`config.mk`:
```
export PLATFORM = sky130hd
export DESIGN_NAME = bit_population_window_stats
export DESIGN_NICKNAME = d
export VERILOG_FILES = /design/src/rtl/bit_population_stats_pkg.sv /design/src/rtl/bit_population_stats_acc.sv /design/src/rtl/bit_population_window_stats.sv
export SDC_FILE = /design/constraint.sdc
export NUM_CORES = 1
export LEC_CHECK = 0
export ABC_AREA = 0
export BUFFER_PORTS_ARGS = -buffer_cell sky130_fd_sc_hd__clkbuf_2
export CORE_MARGIN = 1
export CORE_UTILIZATION = 45
export DETAILED_ROUTE_END_ITERATION = 8
export PLACE_DENSITY = 0.71
export SLEW_MARGIN = 20
export SYNTH_ARGS = -nofsm -noshare
export SYNTH_HDL_FRONTEND = slang
export SYNTH_HIERARCHICAL = 1
export SYNTH_SLANG_ARGS = --single-unit
```
`constraint.sdc`:
```
create_clock -name clk_i -period 6.2 [get_ports clk_i]
set_input_delay 0 -clock clk_i [delete_from_list [all_inputs] [get_ports clk_i]]
set_output_delay 0 -clock clk_i [all_outputs]
set_load 0.03 [all_outputs]
```
`src/rtl/bit_population_stats_pkg.sv`:
```
// Shared definitions for the popcount window statistics block: width helpers
// and the result record handed from the accumulator to the output stage.
package bit_population_stats_pkg;

  // Fixed container width for result fields; each module uses only the low bits it needs.
  localparam int STATS_FIELD_W = 32;

  // Width of one popcount value, able to hold 0..width.
  function automatic int cnt_width(input int width);
    return $clog2(width) + 1;
  endfunction

  // Width of a window sum, sized so width*window never wraps.
  function automatic int sum_width(input int width, input int window);
    return $clog2(width * window + 1);
  endfunction

  // Width of a sample count, able to hold 0..window.
  function automatic int num_width(input int window);
    return $clog2(window + 1);
  endfunction

  typedef struct packed {
    logic [STATS_FIELD_W-1:0] sum;
    logic [STATS_FIELD_W-1:0] min;
    logic [STATS_FIELD_W-1:0] max;
    logic [STATS_FIELD_W-1:0] num;
  } stats_t;

endpackage

```
`src/rtl/bit_population_stats_acc.sv`:
```
// Window accumulator: running sum/min/max/count of accepted popcount samples.
// The "closing" record already includes the sample offered this cycle, so the
// top can register it directly when a window closes.
module bit_population_stats_acc
  import bit_population_stats_pkg::*;
#(
  parameter int WIDTH  = 16,
  parameter int WINDOW = 8,
  localparam int CNT_W = cnt_width(WIDTH),
  localparam int SUM_W = sum_width(WIDTH, WINDOW),
  localparam int NUM_W = num_width(WINDOW)
) (
  input  logic             clk,
  input  logic             rst,
  input  logic [CNT_W-1:0] data,
  input  logic             data_val,
  input  logic             close,
  output logic [NUM_W-1:0] acc_num,
  output stats_t           closing
);

  logic [SUM_W-1:0] acc_sum;
  logic [CNT_W-1:0] acc_min;
  logic [CNT_W-1:0] acc_max;

  logic [NUM_W-1:0] nxt_num;
  logic [SUM_W-1:0] nxt_sum;
  logic [CNT_W-1:0] nxt_min;
  logic [CNT_W-1:0] nxt_max;

  // Merge this cycle's sample (if any) into the running window; an empty window is seeded by it.
  always_comb begin
    nxt_num = acc_num;
    nxt_sum = acc_sum;
    nxt_min = acc_min;
    nxt_max = acc_max;
    if (data_val) begin
      if (acc_num == '0) begin
        nxt_num = NUM_W'(1);
        nxt_sum = SUM_W'(data);
        nxt_min = data;
        nxt_max = data;
      end else begin
        nxt_num = acc_num + NUM_W'(1);
        nxt_sum = acc_sum + SUM_W'(data);
        if (data < acc_min) nxt_min = data;
        if (data > acc_max) nxt_max = data;
      end
    end
  end

  // Present the merged window as the result the top captures on a close.
  always_comb begin
    closing     = '0;
    closing.sum = STATS_FIELD_W'(nxt_sum);
    closing.min = STATS_FIELD_W'(nxt_min);
    closing.max = STATS_FIELD_W'(nxt_max);
    closing.num = STATS_FIELD_W'(nxt_num);
  end

  // Accumulator registers: empty on reset or close, otherwise track the merged window.
  always_ff @(posedge clk or posedge rst) begin
    if (rst) begin
      acc_num <= '0;
      acc_sum <= '0;
      acc_min <= '0;
      acc_max <= '0;
    end else if (close) begin
      acc_num <= '0;
      acc_sum <= '0;
      acc_min <= '0;
      acc_max <= '0;
    end else begin
      acc_num <= nxt_num;
      acc_sum <= nxt_sum;
      acc_min <= nxt_min;
      acc_max <= nxt_max;
    end
  end

endmodule

```
`src/rtl/bit_population_window_stats.sv`:
```
// Popcount window statistics: groups accepted popcount samples into windows
// of WINDOW samples (or shorter, on flush) and emits sum/min/max/count with a
// one-cycle valid pulse one clock after the window closes.
module bit_population_window_stats
  import bit_population_stats_pkg::*;
#(
  parameter int WIDTH  = 16,
  parameter int WINDOW = 8,
  localparam int CNT_W = cnt_width(WIDTH),
  localparam int SUM_W = sum_width(WIDTH, WINDOW),
  localparam int NUM_W = num_width(WINDOW)
) (
  input  logic             clk_i,
  input  logic             arst_i,
  input  logic [CNT_W-1:0] data_i,
  input  logic             data_val_i,
  input  logic             flush_i,
  output logic [SUM_W-1:0] sum_o,
  output logic [CNT_W-1:0] min_o,
  output logic [CNT_W-1:0] max_o,
  output logic [NUM_W-1:0] num_o,
  output logic             stats_val_o
);

  logic [NUM_W-1:0] acc_num;
  stats_t           closing;
  logic             close;

  bit_population_stats_acc #(
    .WIDTH  (WIDTH),
    .WINDOW (WINDOW)
  ) u_acc (
    .clk      (clk_i),
    .rst      (arst_i),
    .data     (data_i),
    .data_val (data_val_i),
    .close    (close),
    .acc_num  (acc_num),
    .closing  (closing)
  );

  // A window closes when its last sample arrives, or on a flush that has something to report.
  always_comb begin
    close = 1'b0;
    if (data_val_i && (acc_num == NUM_W'(WINDOW - 1))) close = 1'b1;
    if (flush_i && ((acc_num != '0) || data_val_i)) close = 1'b1;
  end

  // Output stage: capture the closing window and pulse valid; results hold between pulses.
  always_ff @(posedge clk_i or posedge arst_i) begin
    if (arst_i) begin
      sum_o       <= '0;
      min_o       <= '0;
      max_o       <= '0;
      num_o       <= '0;
      stats_val_o <= 1'b0;
    end else if (close) begin
      sum_o       <= closing.sum[SUM_W-1:0];
      min_o       <= closing.min[CNT_W-1:0];
      max_o       <= closing.max[CNT_W-1:0];
      num_o       <= closing.num[NUM_W-1:0];
      stats_val_o <= 1'b1;
    end else begin
      stats_val_o <= 1'b0;
    end
  end

  // Popcount values above WIDTH cannot come from a legal upstream stage.
  a_data_range : assert property (@(posedge clk_i) disable iff (arst_i)
    data_val_i |-> (data_i <= CNT_W'(WIDTH)));

  // The merged window must always fit the narrow output fields.
  a_fields_fit : assert property (@(posedge clk_i) disable iff (arst_i)
    ((closing.sum >> SUM_W) == '0) && ((closing.min >> CNT_W) == '0) &&
    ((closing.max >> CNT_W) == '0) && ((closing.num >> NUM_W) == '0));

endmodule

```
After elaboration in Yosys (flattened, before gate mapping). Cells that the tools add are included.

Register bits after elaboration: 45. Bits in latches: 0. Bits in writable memories: 0. Memory bits (read-only): 0. Logic and storage cells: 36. Memories: 0.

Add/sub/neg operators: 2. Multipliers: 0. Div/mod/pow operators: 0. Magnitude comparators: 2. Equality and inequality tests: 1. Shift-type cells: 0. Mux-type cells: 17. Bitwise operators: 0. Reductions and logical operators: 5.

Operator list (number): 5-bit two-way mux (8); 8-bit two-way mux (3); 4-bit two-way mux (3); 8-bit by 5-bit adder with 8-bit output (1); 5-bit > comparator (1); 5-bit less-than comparator (1); 4-bit by 1-bit adder with 4-bit output, second input constant (1); 4-bit by 3-bit == test with 1-bit output, second input constant (1); 4-bit logical NOT (1); 4-bit nonzero test (1); 1-bit two-way mux (3); 1-bit logical AND (2); 1-bit logical OR (1).

Longest topological paths before layout.
Depth in word-level cells: 5. Depth in mapped cells: 10. Depth with buffers taken out: 9.

Cells and area by module. The synthesis kept the hierarchy.

By module, submodules not included: bit_population_stats_acc (times used 1, cells each 282, area each 2478.6 µm², sequential area each 550.5 µm²); bit_population_window_stats (times used 1, cells each 159, area each 1448.9 µm², sequential area each 575.6 µm²).

Worst setup path after synthesis. No wires, ideal clock.

Path kind: reg2reg. From: reg u_acc.acc_num[1]. To: reg max_o[0]. Data arrival time: 1.969 ns. Setup slack: 4.102 ns. Cell stages (with the launch flop): 11. Path buffers: 1. Cells stage by stage: dfrtp_1 > inv_1 > ha_1 > nor3b_4 > a211o_1 > o21ai_2 > a21o_1 > buf_6 > mux2_4 > o211ai_1 > nand3_1.

RTL lines: start, declared (RTL line bit_population_stats_acc.sv:18) `output logic [NUM_W-1:0] acc_num,`; start signal, assigned (RTL line bit_population_stats_acc.sv:74) `acc_num <= nxt_num;`; end signal, assigned (RTL line bit_population_window_stats.sv:60) `max_o <= closing.max[CNT_W-1:0];`; end, declared (RTL line bit_population_window_stats.sv:20) `output logic [CNT_W-1:0] max_o,`.

==> out/metrics.yaml <==
outcome:
  outcome: "completed"
layout:
  final_common_cell: "dfrtp_1"
  final_layout_size_suffix_gt1_share_pct: 15.4
  area_delta_synth_final_pct: 6.88
  layout_common_cells: "dfrtp_1 (45), nor2b_1 (31), clkbuf_2 (31)"
  diodes: 0
  final_nets: 376
detailed_routing:
  drt-total-wl_mm: 7.45
  routedWlPerCell_um: 17.3
  ant_nets: 0
  num_vias: 2574
  dr.pass1.iters: 6
  routed_via_density: 5.99
  drt_iter0_drc: 197
  drc: 0
global_route:
  grt_pass1_vias: 2428
  grtUsageMet3_pct: 3.31
  grt_pass1_wl_mm: 12.3
  antenna_found_initial: 0
  grt_util_met1_pct: 29.7
  grt_overflow_total: 0
  top_usage_layer: "met2"
  grt_max_degree: 49
  gr-usage-met2_pct: 34.5
  track_usage_pct: 21.6
critical_path:
  worst_ep_required_time_ps: 6380
  crit_buf_inv: 2
  worstPathMaxFanout: 48
  critical_path.endpoint_type: "flip-flop"
  critPathTopFamily: "simple AND/OR/NAND/NOR gates"
  worst_path_max_delay_cell: "nor3b_4"
  path_cells: "buf_4, inv_1, ha_1, nor3b_4, a211o_1, o21ai_2, a21oi_1, mux2_2, o211ai_1, nand3_1"
  worstSetupPathType: "reg2reg"
  cp-start-kind: "flip-flop"
  worstPathArrival_ps: 3020
  critical-path-max-stage-delay_ps: 620
timing:
  skew_ps: 5.33
  fmax_mhz: 352
  holdWs_ps: 50.4
  finalSetupViolations: 0
  slew_headroom_pct: 31.9
  final-hold-violation-count: 0
  fin_crit_ps: 2840
  worstMarginPinSlew_ps: 1020
  rsz0062_at_grt: "false"
  fin_tns_setup_ps: 0
  finalMaxSlewViolations: 0
  finalCritPeriodShare_pct: 45.8
flow_run:
  maxCapViolCount: 0
synth:
  syn-instance-count: 334
  synth_area_um2: 3130
  avgSynthCellArea_um2: 9.37
  syn_nets: 360
  ys_warn_count: 6
floorplan:
  dieWidth_um: 85.4
  initial_utilization_pct: 46.3
  die_area_um2: 7290
  die_h_um: 85.4
  rows: 30
  core_area_um2: 6760
  num_io_pins: 32
clocking:
  cts.sinks: 45
  cts_tree: "done"
  post_cts_buffers: 0
  h-tree-depth: 2
  max-clock-path-buffers: 2
  root_buffer: "clkbuf_8"
  cts_buffers: 5
  clk_latency_ps: 300
  cts.reportedPaths.clkPinSlew_ps: 80
pwr:
  p_per_area_nw_per_um2: 488
  combinationalPowerShare_pct: 57.0
  clockPowerShare_pct: 11.6
  irDropWorstVdd_mv: 0.330
  power.switching_mw: 0.764
  p_leak_nw: 1.47
  p_int_mw: 0.867
  switching_share_pct: 46.8
  seqPwrFrac_pct: 31.4
place:
  port_buffers: 31
  gp_congestion: 0.786
  dp_hpwl_mm: 4.84
worst_hold_path:
  hold_class: "in2reg"
tightest hold or removal path: stages:
cell and delay, ps:
clkbuf_2 160, nand2b_1 100, mux2i_1 60
power groups by stage:
stage	Sequential, mW	Clock [mW]	Combinational (mW)
2_1_floorplan	0.635	0	0.598
3_3_place_gp	0.510	0	0.905
3_5_place_dp	0.514	0	0.926
4_1_cts	0.509	0.195	0.931
5_1_grt	0.527	0.206	1.02
6_report	0.512	0.189	0.930
stage by stage:
stage	utilization [%]	std cells	worst slack, ps	power (mW)	instance area (µm²)
after global routing	49.5	430	3180	1.75	3340
after floorplan	-	334	4100	1.23	3130
after CTS	49.5	430	3370	1.64	3340
final	49.5	430	3360	1.63	3340
after global placement	48.1	422	3460	1.42	3250
after detailed placement	48.1	422	3380	1.44	3250
final timing paths:
kind,to,start,cells past startpoint,slack (ps)
hold / removal,u_acc/acc_min[4]$_DFF_PP0_,data_i[4],3,50
hold reg to reg,sum_o[3]$_DFFE_PP0P_,sum_o[3]$_DFFE_PP0P_,2,560
min in group asynchronous,min_o[1]$_DFFE_PP0P_,arst_i,3,430
setup reg to reg,max_o[3]$_DFFE_PP0P_,u_acc/acc_num[1]$_DFF_PP0_,10,3360
max in group asynchronous,u_acc/acc_sum[0]$_DFF_PP0_,arst_i,3,5190
setup / recovery,max_o[3]$_DFFE_PP0P_,u_acc/acc_num[1]$_DFF_PP0_,10,3360
registers in the layout, indices dropped and copies added, names as in the netlist, 4 cells and up:
signal / flops
min_o: 5
num_o: 4
u_acc/acc_max: 5
u_acc/acc_num: 4
u_acc/acc_min: 5
u_acc/acc_sum: 8
max_o: 5
sum_o: 8
repair_timing:
action / 4_1_cts / 5_1_grt
hold endpoints to repair: 45 / 0
endpoints found under the setup margin: 0 / 0
hold buffers: 1 / 0
resized for setup: 0 / 0
routing by layer:
metal,routed length (µm),part of all wire (%)
met2,3640,49
met4,188,2.5
met1,3340,45
met3,290,3.9
met5,0,0
layout make-up:
class / instances / area, µm²
Tap cell: 80 / 100
Sequential cell: 45 / 1130
Inverter: 15 / 56.3
Timing Repair Buffer: 35 / 188
Clock buffer: 7 / 86.3
Fill cell: 630 / 3410
Multi-Input combinational cell: 248 / 1790
No activity file was read; power rests on OpenSTA's default activity.
